## src/rtl/count_pkg.sv

```systemverilog
// -----------------------------------------------------------------------------
// count_pkg
// Shared types for the counter-sequence monitor: the event-type encoding,
// the 13-bit packed event record and the default event FIFO depth.
//
// Record layout (MSB..LSB):
//   [12:11] typ   - EVT_WRAP (01) or EVT_SKIP (10)
//   [10:8]  cnt   - count_in value that produced the event
//   [7:0]   tally - wrap tally after the event
// -----------------------------------------------------------------------------
package count_pkg;

   localparam int COUNT_FIFO_DEPTH = 4;

   typedef enum logic [1:0] {
      EVT_NONE = 2'b00,
      EVT_WRAP = 2'b01,
      EVT_SKIP = 2'b10
   } evt_type_e;

   typedef struct packed {
      evt_type_e   typ;
      logic [2:0]  cnt;
      logic [7:0]  tally;
   } evt_rec_t;

   function automatic evt_rec_t make_rec(input evt_type_e  t,
                                         input logic [2:0] c,
                                         input logic [7:0] tl);
      evt_rec_t r;
      r.typ   = t;
      r.cnt   = c;
      r.tally = tl;
      return r;
   endfunction

endpackage

```

## src/rtl/event_fifo.sv

```systemverilog
// -----------------------------------------------------------------------------
// event_fifo
// Synchronous first-in first-out buffer for event records. No fall-through:
// a pushed entry becomes visible on o_head after the edge that wrote it.
// Pointers carry one extra bit above the address so full and empty are
// distinguishable when the addresses match.
//
// Ports:
//   clk     - clock
//   rst     - synchronous active-high flush
//   i_push  - write i_data at this edge (dropped when full without a pop)
//   i_pop   - retire the head entry at this edge (ignored when empty)
//   i_data  - record to write
//   o_full  - DEPTH entries held
//   o_empty - no entries held
//   o_head  - oldest entry, zero when empty
// -----------------------------------------------------------------------------
module event_fifo #(
   parameter int  DEPTH = 4,
   parameter type rec_t = logic [12:0]
) (
   input  logic clk,
   input  logic rst,
   input  logic i_push,
   input  logic i_pop,
   input  rec_t i_data,
   output logic o_full,
   output logic o_empty,
   output rec_t o_head
);

   localparam int AW = $clog2(DEPTH);
   localparam logic [AW:0] PTR_ONE = (AW+1)'(1);

   logic [AW:0] r_wr_ptr;
   logic [AW:0] r_rd_ptr;
   rec_t        r_mem [DEPTH];

   logic w_push_ok;
   logic w_pop_ok;

   always_comb begin
      o_empty   = (r_wr_ptr == r_rd_ptr);
      o_full    = (r_wr_ptr[AW] != r_rd_ptr[AW]) &&
                  (r_wr_ptr[AW-1:0] == r_rd_ptr[AW-1:0]);
      w_pop_ok  = i_pop & ~o_empty;
      // A same-edge pop frees the slot the write lands in, so full is no block.
      w_push_ok = i_push & (~o_full | w_pop_ok);
      o_head    = o_empty ? '0 : r_mem[r_rd_ptr[AW-1:0]];
   end

   always_ff @(posedge clk) begin
      if (rst) begin
         r_wr_ptr <= '0;
         r_rd_ptr <= '0;
      end else begin
         if (w_push_ok) r_wr_ptr <= r_wr_ptr + PTR_ONE;
         if (w_pop_ok)  r_rd_ptr <= r_rd_ptr + PTR_ONE;
      end
   end

   // Storage holds no control state and needs no reset.
   always_ff @(posedge clk) begin
      if (w_push_ok) r_mem[r_wr_ptr[AW-1:0]] <= i_data;
   end

endmodule

```

## src/rtl/count_monitor.sv

```systemverilog
// -----------------------------------------------------------------------------
// count_monitor
// Watches samples of an upstream free-running 3-bit counter. After one priming
// cycle it checks every sample against the previous one plus one (mod 8):
// a 7->0 step is a WRAP (tally incremented), any other non-increment is a SKIP.
// Events are queued in event_fifo for a valid/ready consumer; events that find
// the queue full are dropped and latch a sticky overflow flag.
//
// Ports:
//   clk        - clock
//   rst        - synchronous active-high reset
//   count_in   - counter sample, one per cycle
//   evt_valid  - head event present on evt_data
//   evt_ready  - consumer accepts head event
//   evt_data   - {type[1:0], count[2:0], tally[7:0]}
//   wrap_count - running wrap tally
//   overflow   - sticky: an event was dropped since reset
// -----------------------------------------------------------------------------
module count_monitor
   import count_pkg::*;
#(
   parameter int DEPTH = COUNT_FIFO_DEPTH,
   parameter int WRAPW = 8
) (
   input  logic             clk,
   input  logic             rst,
   input  logic [2:0]       count_in,
   output logic             evt_valid,
   input  logic             evt_ready,
   output logic [12:0]      evt_data,
   output logic [WRAPW-1:0] wrap_count,
   output logic             overflow
);

   typedef enum logic {ST_PRIME = 1'b0, ST_RUN = 1'b1} state_e;

   localparam logic [WRAPW-1:0] WRAP_ONE = WRAPW'(1);

   state_e           r_state;
   logic [2:0]       r_prev;
   logic [WRAPW-1:0] r_wrap;
   logic             r_ovf;

   logic             w_run;
   logic [2:0]       w_expect;
   logic             w_is_wrap;
   logic             w_is_skip;
   logic [WRAPW-1:0] w_wrap_next;
   logic             w_push;
   logic             w_pop;
   logic             w_drop;
   logic             w_full;
   logic             w_empty;
   evt_rec_t         w_rec;
   evt_rec_t         w_head;

   always_comb begin
      w_run       = (r_state == ST_RUN) & ~rst;
      w_expect    = r_prev + 3'd1;
      // The 7->0 step is the one legal increment that counts as an event.
      w_is_wrap   = w_run && (r_prev == 3'd7) && (count_in == 3'd0);
      w_is_skip   = w_run && (count_in != w_expect);
      w_wrap_next = r_wrap + WRAP_ONE;
      w_push      = w_is_wrap | w_is_skip;
      w_rec       = make_rec(EVT_NONE, count_in, 8'(r_wrap));
      if (w_is_wrap) w_rec = make_rec(EVT_WRAP, count_in, 8'(w_wrap_next));
      else if (w_is_skip) w_rec = make_rec(EVT_SKIP, count_in, 8'(r_wrap));
      evt_valid   = ~w_empty & ~rst;
      evt_data    = rst ? 13'd0 : w_head;
      w_pop       = evt_valid & evt_ready;
      w_drop      = w_push & w_full & ~w_pop;
      wrap_count  = r_wrap;
      overflow    = r_ovf;
   end

   always_ff @(posedge clk) begin
      if (rst) begin
         r_state <= ST_PRIME;
         r_prev  <= 3'd0;
         r_wrap  <= '0;
         r_ovf   <= 1'b0;
      end else begin
         r_prev <= count_in;
         case (r_state)
            ST_PRIME: r_state <= ST_RUN;
            ST_RUN: begin
               if (w_is_wrap) r_wrap <= w_wrap_next;
            end
            default: r_state <= ST_PRIME;
         endcase
         if (w_drop) r_ovf <= 1'b1;
      end
   end

   event_fifo #(
      .DEPTH (DEPTH),
      .rec_t (evt_rec_t)
   ) u_fifo (
      .clk     (clk),
      .rst     (rst),
      .i_push  (w_push),
      .i_pop   (w_pop),
      .i_data  (w_rec),
      .o_full  (w_full),
      .o_empty (w_empty),
      .o_head  (w_head)
   );

endmodule

```

## config.mk

```make
export PLATFORM = sky130hd
export DESIGN_NAME = count_monitor
export DESIGN_NICKNAME = d
export VERILOG_FILES = /design/src/rtl/count_pkg.sv /design/src/rtl/event_fifo.sv /design/src/rtl/count_monitor.sv
export SDC_FILE = /design/constraint.sdc
export NUM_CORES = 1
export LEC_CHECK = 0
export ABC_AREA = 1
export CAP_MARGIN = 20
export CORE_ASPECT_RATIO = 0.9
export CORE_MARGIN = 10
export CORE_UTILIZATION = 50
export DETAILED_ROUTE_END_ITERATION = 8
export PLACE_DENSITY = 0.71
export SYNTH_ARGS = -nofsm -noshare
export SYNTH_HDL_FRONTEND = slang
export SYNTH_SLANG_ARGS = --single-unit
```

## constraint.sdc

```tcl
create_clock -name clk -period 4.3 [get_ports clk]
set_clock_uncertainty 0.05 [all_clocks]
set_input_delay 0.86 -clock clk [delete_from_list [all_inputs] [get_ports clk]]
set_output_delay 0.86 -clock clk [all_outputs]
set_load 0.005 [all_outputs]
```

Word level (Yosys, flattened, before mapping)
Memory sizes are Yosys's and may differ from the RTL's. A register that Yosys moved wholly into a read port is not among the register bits.
Index checks and enable logic that the tools add are counted.
{"block": "totals", "ram_bits": 52, "n_memories": 1, "latch_bits": 0, "rom_bits": 0, "reg_bits": 19, "elab_cells": 44, "input_bits": 6}
{"block": "op_classes", "n_reduce_logical": 6, "bitwise": 13, "n_mul": 0, "n_addsub": 4, "n_mux": 9, "eq_ne": 5, "magnitude_cmp": 0, "div": 0, "n_shift": 0}
{"memory": "u_fifo.r_mem", "depth": 4, "width": 13, "rd": 1, "rd_ports_with_merged_regs": 1, "write_ports": 1, "line": "event_fifo.sv:37", "rtl": "rec_t r_mem [DEPTH];"}
{"cell": "2-to-1 mux 13 bit", "count": 4}
{"cell": "adder 3 x 1 -> 3 bit, second input constant", "count": 3}
{"cell": "adder 8 x 1 -> 8 bit, second input constant", "count": 1}
{"cell": "AND 1 bit", "count": 7}
{"cell": "logical AND 1 bit", "count": 4}
{"cell": "2-to-1 mux 2 bit", "count": 2}
{"cell": "inverter 1 bit", "count": 4}
{"cell": "equality test 3 bit", "count": 1}
{"cell": "equality test 3 bit, second input constant", "count": 1}
{"cell": "zero test 3 bit", "count": 1}
{"cell": "2-to-1 mux 1 bit", "count": 3}
{"cell": "!= test 3 bit", "count": 1}
{"cell": "equality test 2 bit", "count": 1}
{"cell": "bitwise OR 1 bit", "count": 2}
{"cell": "AND reduction 2 bit", "count": 1}
{"cell": "!= test 1 bit", "count": 1}

Depth between registers and ports, before layout
{"block": "depth", "depth_word": 9, "ltp_mapped": 12}

By module
A second synthesis with hierarchy kept.
{"block": "unflattened", "cells_unflattened": 347, "hier_area_um2": 3389.5}
{"mod": "event_fifo", "area_each_um2": 2508.7, "instances": 1, "cells_each": 219, "seq_area_each_um2": 1721.7}
{"mod": "count_monitor", "area_each_um2": 880.8, "instances": 1, "cells_each": 128, "seq_area_each_um2": 260.2}

Worst setup path after synthesis
No wires, ideal clock.
{"block": "synth_path", "kind": "input -> register", "start": "in rst", "end": "mem u_fifo.r_mem[0][0] (netlist bit), enable pin", "path_stages": 6, "t_required_ps": 3868, "arrival_time_ps": 2057, "setup_time_ps": 382, "setup_slack_ps": 1810, "cell_sequence": "buf_6 nor2_4 nand4_4 nand2_2 nand2_2 nor2_1"}
{"block": "synth_via", "elab_chain_len": 8, "elab_cells_between_ends": 13, "cone_classes": "mux: 2; bitwise: 8; reduce/logical: 3"}
{"element": "start: declaration", "line": "count_monitor.sv:26", "rtl": "input logic rst,"}
{"element": "inverter 1 bit (*)", "line": "count_monitor.sv:58, count_monitor.sv:68"}
{"element": "AND 1 bit, on equally long branches", "line": "count_monitor.sv:68, count_monitor.sv:58"}
{"element": "AND 1 bit or logical AND 1 bit (tied branches)", "line": "count_monitor.sv:70, count_monitor.sv:61"}
{"element": "AND 1 bit or logical AND 1 bit (tied branches)", "line": "event_fifo.sv:46, count_monitor.sv:61"}
{"element": "bitwise OR 1 bit, on equally long branches", "line": "event_fifo.sv:48, count_monitor.sv:64"}
{"element": "AND 1 bit (*)", "line": "event_fifo.sv:48", "rtl": "w_push_ok = i_push & (~o_full | w_pop_ok);"}
{"element": "2-to-1 mux 1 bit (*)", "line": "event_fifo.sv:64", "rtl": "if (w_push_ok) r_mem[r_wr_ptr[AW-1:0]] <= i_data;"}
{"element": "2-to-1 mux 1 bit (not written as such) (*)", "line": "event_fifo.sv:64"}
{"element": "end: declaration", "line": "event_fifo.sv:37"}
Every way passes the cells marked *; elsewhere a longest branch is shown, timed or not.

Final worst setup path
{"block": "layout_path", "start": "in rst", "end": "out evt_data[7]"}
{"block": "layout_via", "elab_chain_len": 1}
{"element": "2-to-1 mux 13 bit", "line": "count_monitor.sv:69", "rtl": "evt_data = rst ? 13'd0 : w_head;"}
{"element": "end: declaration", "line": "count_monitor.sv:30", "rtl": "output logic [12:0] evt_data,"}
Every way passes these cells.

==> out/qor.yml <==
finish:
  layout_common_cells: "nor2_1, edfxtp_1, nand2_1, o21ai_0, clkdlybuf4s50_1"
  final_common_cell: "nor2_1"
  fin_nets: 363
  fillCellCount: 498
  drive_gt1_share_pct: 9.887
  diodes: 0
  multi_input_area_um2: 1006
  synthToLayoutAreaGrowth_pct: 18.44
  seq_area_um2: 1982
global_routing:
  grtUsageMet1_pct: 16.29
  busiest_layer: "met2"
  grt_overflow: 0
  grt_pass1_wl_um: 10260
  grt_pass1_vias: 2119
  grt_max_degree: 27
  grt_util_all_layers_pct: 13.25
  antenna_found_initial: 0
  grtUsageMet3_pct: 3.102
  grt_use_met2_pct: 20.09
min_path:
  hold_class: "reg2reg"
  min_from: "overflow"
  min_to: "overflow"
  hold_depth: 2
place:
  gp_congestion: 0.8494
  port_buffers: 28
  dp.final_hpwl_um: 4140
  place_ws_ns: 0.9015
detailed_routing:
  firstDrtPassIters: 4
  ant_nets: 0
  wl_um: 6331
  dr_total_vias: 2229
  vias_per_cell: 5.054
  drc: 0
  drtIter0Drc: 90
  wire_per_inst_um: 14.36
flow_run:
  drv_cap: 0
logic_synthesis:
  synth_top_cell_area_share_pct: 49.39
  ys_seq_area_share_pct: 62.68
  synth_area_leaders: "edfxtp_1, dfxtp_1, nor2_1"
  syn_nets: 329
  ys_types: 26
  ys_seq_elements: 73
  ys_warn_count: 0
  synth_cells: 315
  synth_area_per_cell_um2: 10.04
  yosysTopAreaCell: "edfxtp_1"
  syn_area_um2: 3162
power_and_ir_drop:
  internal-power_mw: 1.133
  p_clk_share_pct: 39.0
  p_seq_share_pct: 53.4
  p_total_mw: 1.451
  vdd_drop_max_mv: 0.1825
  powerDensity_nw_per_um2: 387.4
  p_switching_mw: 0.3172
  p_comb_share_pct: 7.7
  p_sw_share_pct: 21.87
  p_leak_nw: 1.427
floorplanning:
  dieWidth_um: 103.8
  die_h_um: 95.44
  rows: 27
  die_area_um2: 9909
  coreArea_um2: 6115
  io_pins: 29
  initial_core_util_pct: 51.71
timing:
  max_freq_mhz: 293.6
  whs_ns: 0.4313
  timing.final.ws_setup_ns: 0.8939
  min_period_ns: 3.406
  tightestPinTransition_ns: 0.5523
  slew_headroom_pct: 63.13
  period_share_pct: 79.21
  setup_violations: 0
  fin_tns_setup_ns: 0
  rsz0062_at_grt: "false"
  drv_slew: 0
  hold_viol: 0
run_status:
  status: "complete, no violations"
worst_setup_path:
  cp.required_ns: 3.39
  worstPathMaxFanout: 15
  worstPathArrival_ns: 2.50
  critPathKind: "in2out"
  cp_slowest_cell: "clkdlybuf4s50_1"
  reg2reg_slack_ns: 2.23
  worstReg2RegStart: "r_prev[0]"
  cp-end-kind: "primary output"
  cp_common_cell: "clkdlybuf4s50_1"
  cpPeakStageDelay_ns: 0.54
  worstReg2RegEnd: "u_fifo.r_mem[1][11]"
  reg2reg_depth: 11
  crit_path_start_kind: "input port"
  path_cells: "clkdlybuf4s50_1 > inv_1 > nand2_2 > a21oi_1 > clkdlybuf4s50_1"
clock_tree:
  path_clk_slew_ns: 0.08
  cts_buffers: 9
  cts_max_level: 3
  cts_setup_buffers: 0
  cts.path.max_buffers: 2
  hold_buffers: 0
  clock-sinks: 73
  cts_tree: "yes"
  worst_skew_pair.late_latency_ns: 0.34
  cts_resized: 0
  root_buffer: "clkbuf_8"
-- cells in the mapped netlist --
cell type	n
xor2_1	5
nand4_4	1
nor2_2	1
edfxtp_1	52
nand2_1	39
nor3_1	5
o21ai_0	28
o211ai_1	1
nand4_2	1
ha_1	8
dfxtp_1	21
nand3b_1	1
buf_2	4
inv_1	26
xnor2_1	2
nor4_1	1
a21oi_2	1
nor2_1	72
nand3_1	6
or2_2	1
buf_6	2
a21oi_1	23
nor2_4	2
inv_2	4
nand2_2	3
clkbuf_1	5
-- routing by layer --
layer  share of wire, %  routed length [um]  up-vias
met5                  0                   0        -
met1                 49                3122     1041
met2                 43                2717       55
met4                3.5                 224        0
li1                   -                   -     1114
met3                4.2                 267       19
-- logic make-up after synthesis --
family / share of synthesized area, %
fa+ha+maj: 3.166
buf+inv: 5.500
compound gates: 8.587
flops: 62.68
simple gates: 18.12
xor+xnor: 1.939
-- per-stage QoR --
step                      instances  util, %  area, um2
final                           441    61.24       3745
after global routing            441    61.24       3745
after detailed placement        425    57.81       3535
after floorplan                 315        -       3162
after global placement          425    57.81       3535
after CTS                       441    61.24       3745
-- power groups by stage --
stage | Clock [mW] | Combinational (mW) | Sequential [mW]
2_1_floorplan | 0 | 0.0702 | 0.785
6_report | 0.565 | 0.111 | 0.774
3_3_place_gp | 0 | 0.109 | 0.789
3_5_place_dp | 0 | 0.112 | 0.790
5_1_grt | 0.599 | 0.125 | 0.776
4_1_cts | 0.574 | 0.112 | 0.774
-- registers in the layout, summed over array words and instances, names as in the netlist, named ones only --
signal,flops
u_fifo.r_rd_ptr,3
u_fifo.r_mem,52
r_prev,3
r_state,1
wrap_count,8
overflow,1
u_fifo.r_wr_ptr,3
-- worst max-delay path, delay by kind of cell --
family,cells,cell delay (ns)
buffers and inverters,3,1.11
and+or+nand+nor,1,0.28
AOI/OAI and AO/OA,1,0.25
-- worst max path at each step --
stage,from,cells after the start,to,slack (ns)
global route,rst,5,evt_data[12],0.78
global placement,rst,5,evt_data[6],0.98
CTS,rst,5,evt_data[11],0.90
floorplan,rst,6,u_fifo.r_mem[0][0],1.81
finish,rst,5,evt_data[7],0.89
detailed placement,rst,5,evt_data[11],0.90
-- cell type report --
class,count,area share (%)
sequential,73,52.92
multi-input combinational,201,26.86
tap,87,2.907
timing repair buffer,34,8.687
clock inverter,6,2.205
clock buffer,10,3.408
inverter,30,3.007
Power figures use the tool's default switching activity.
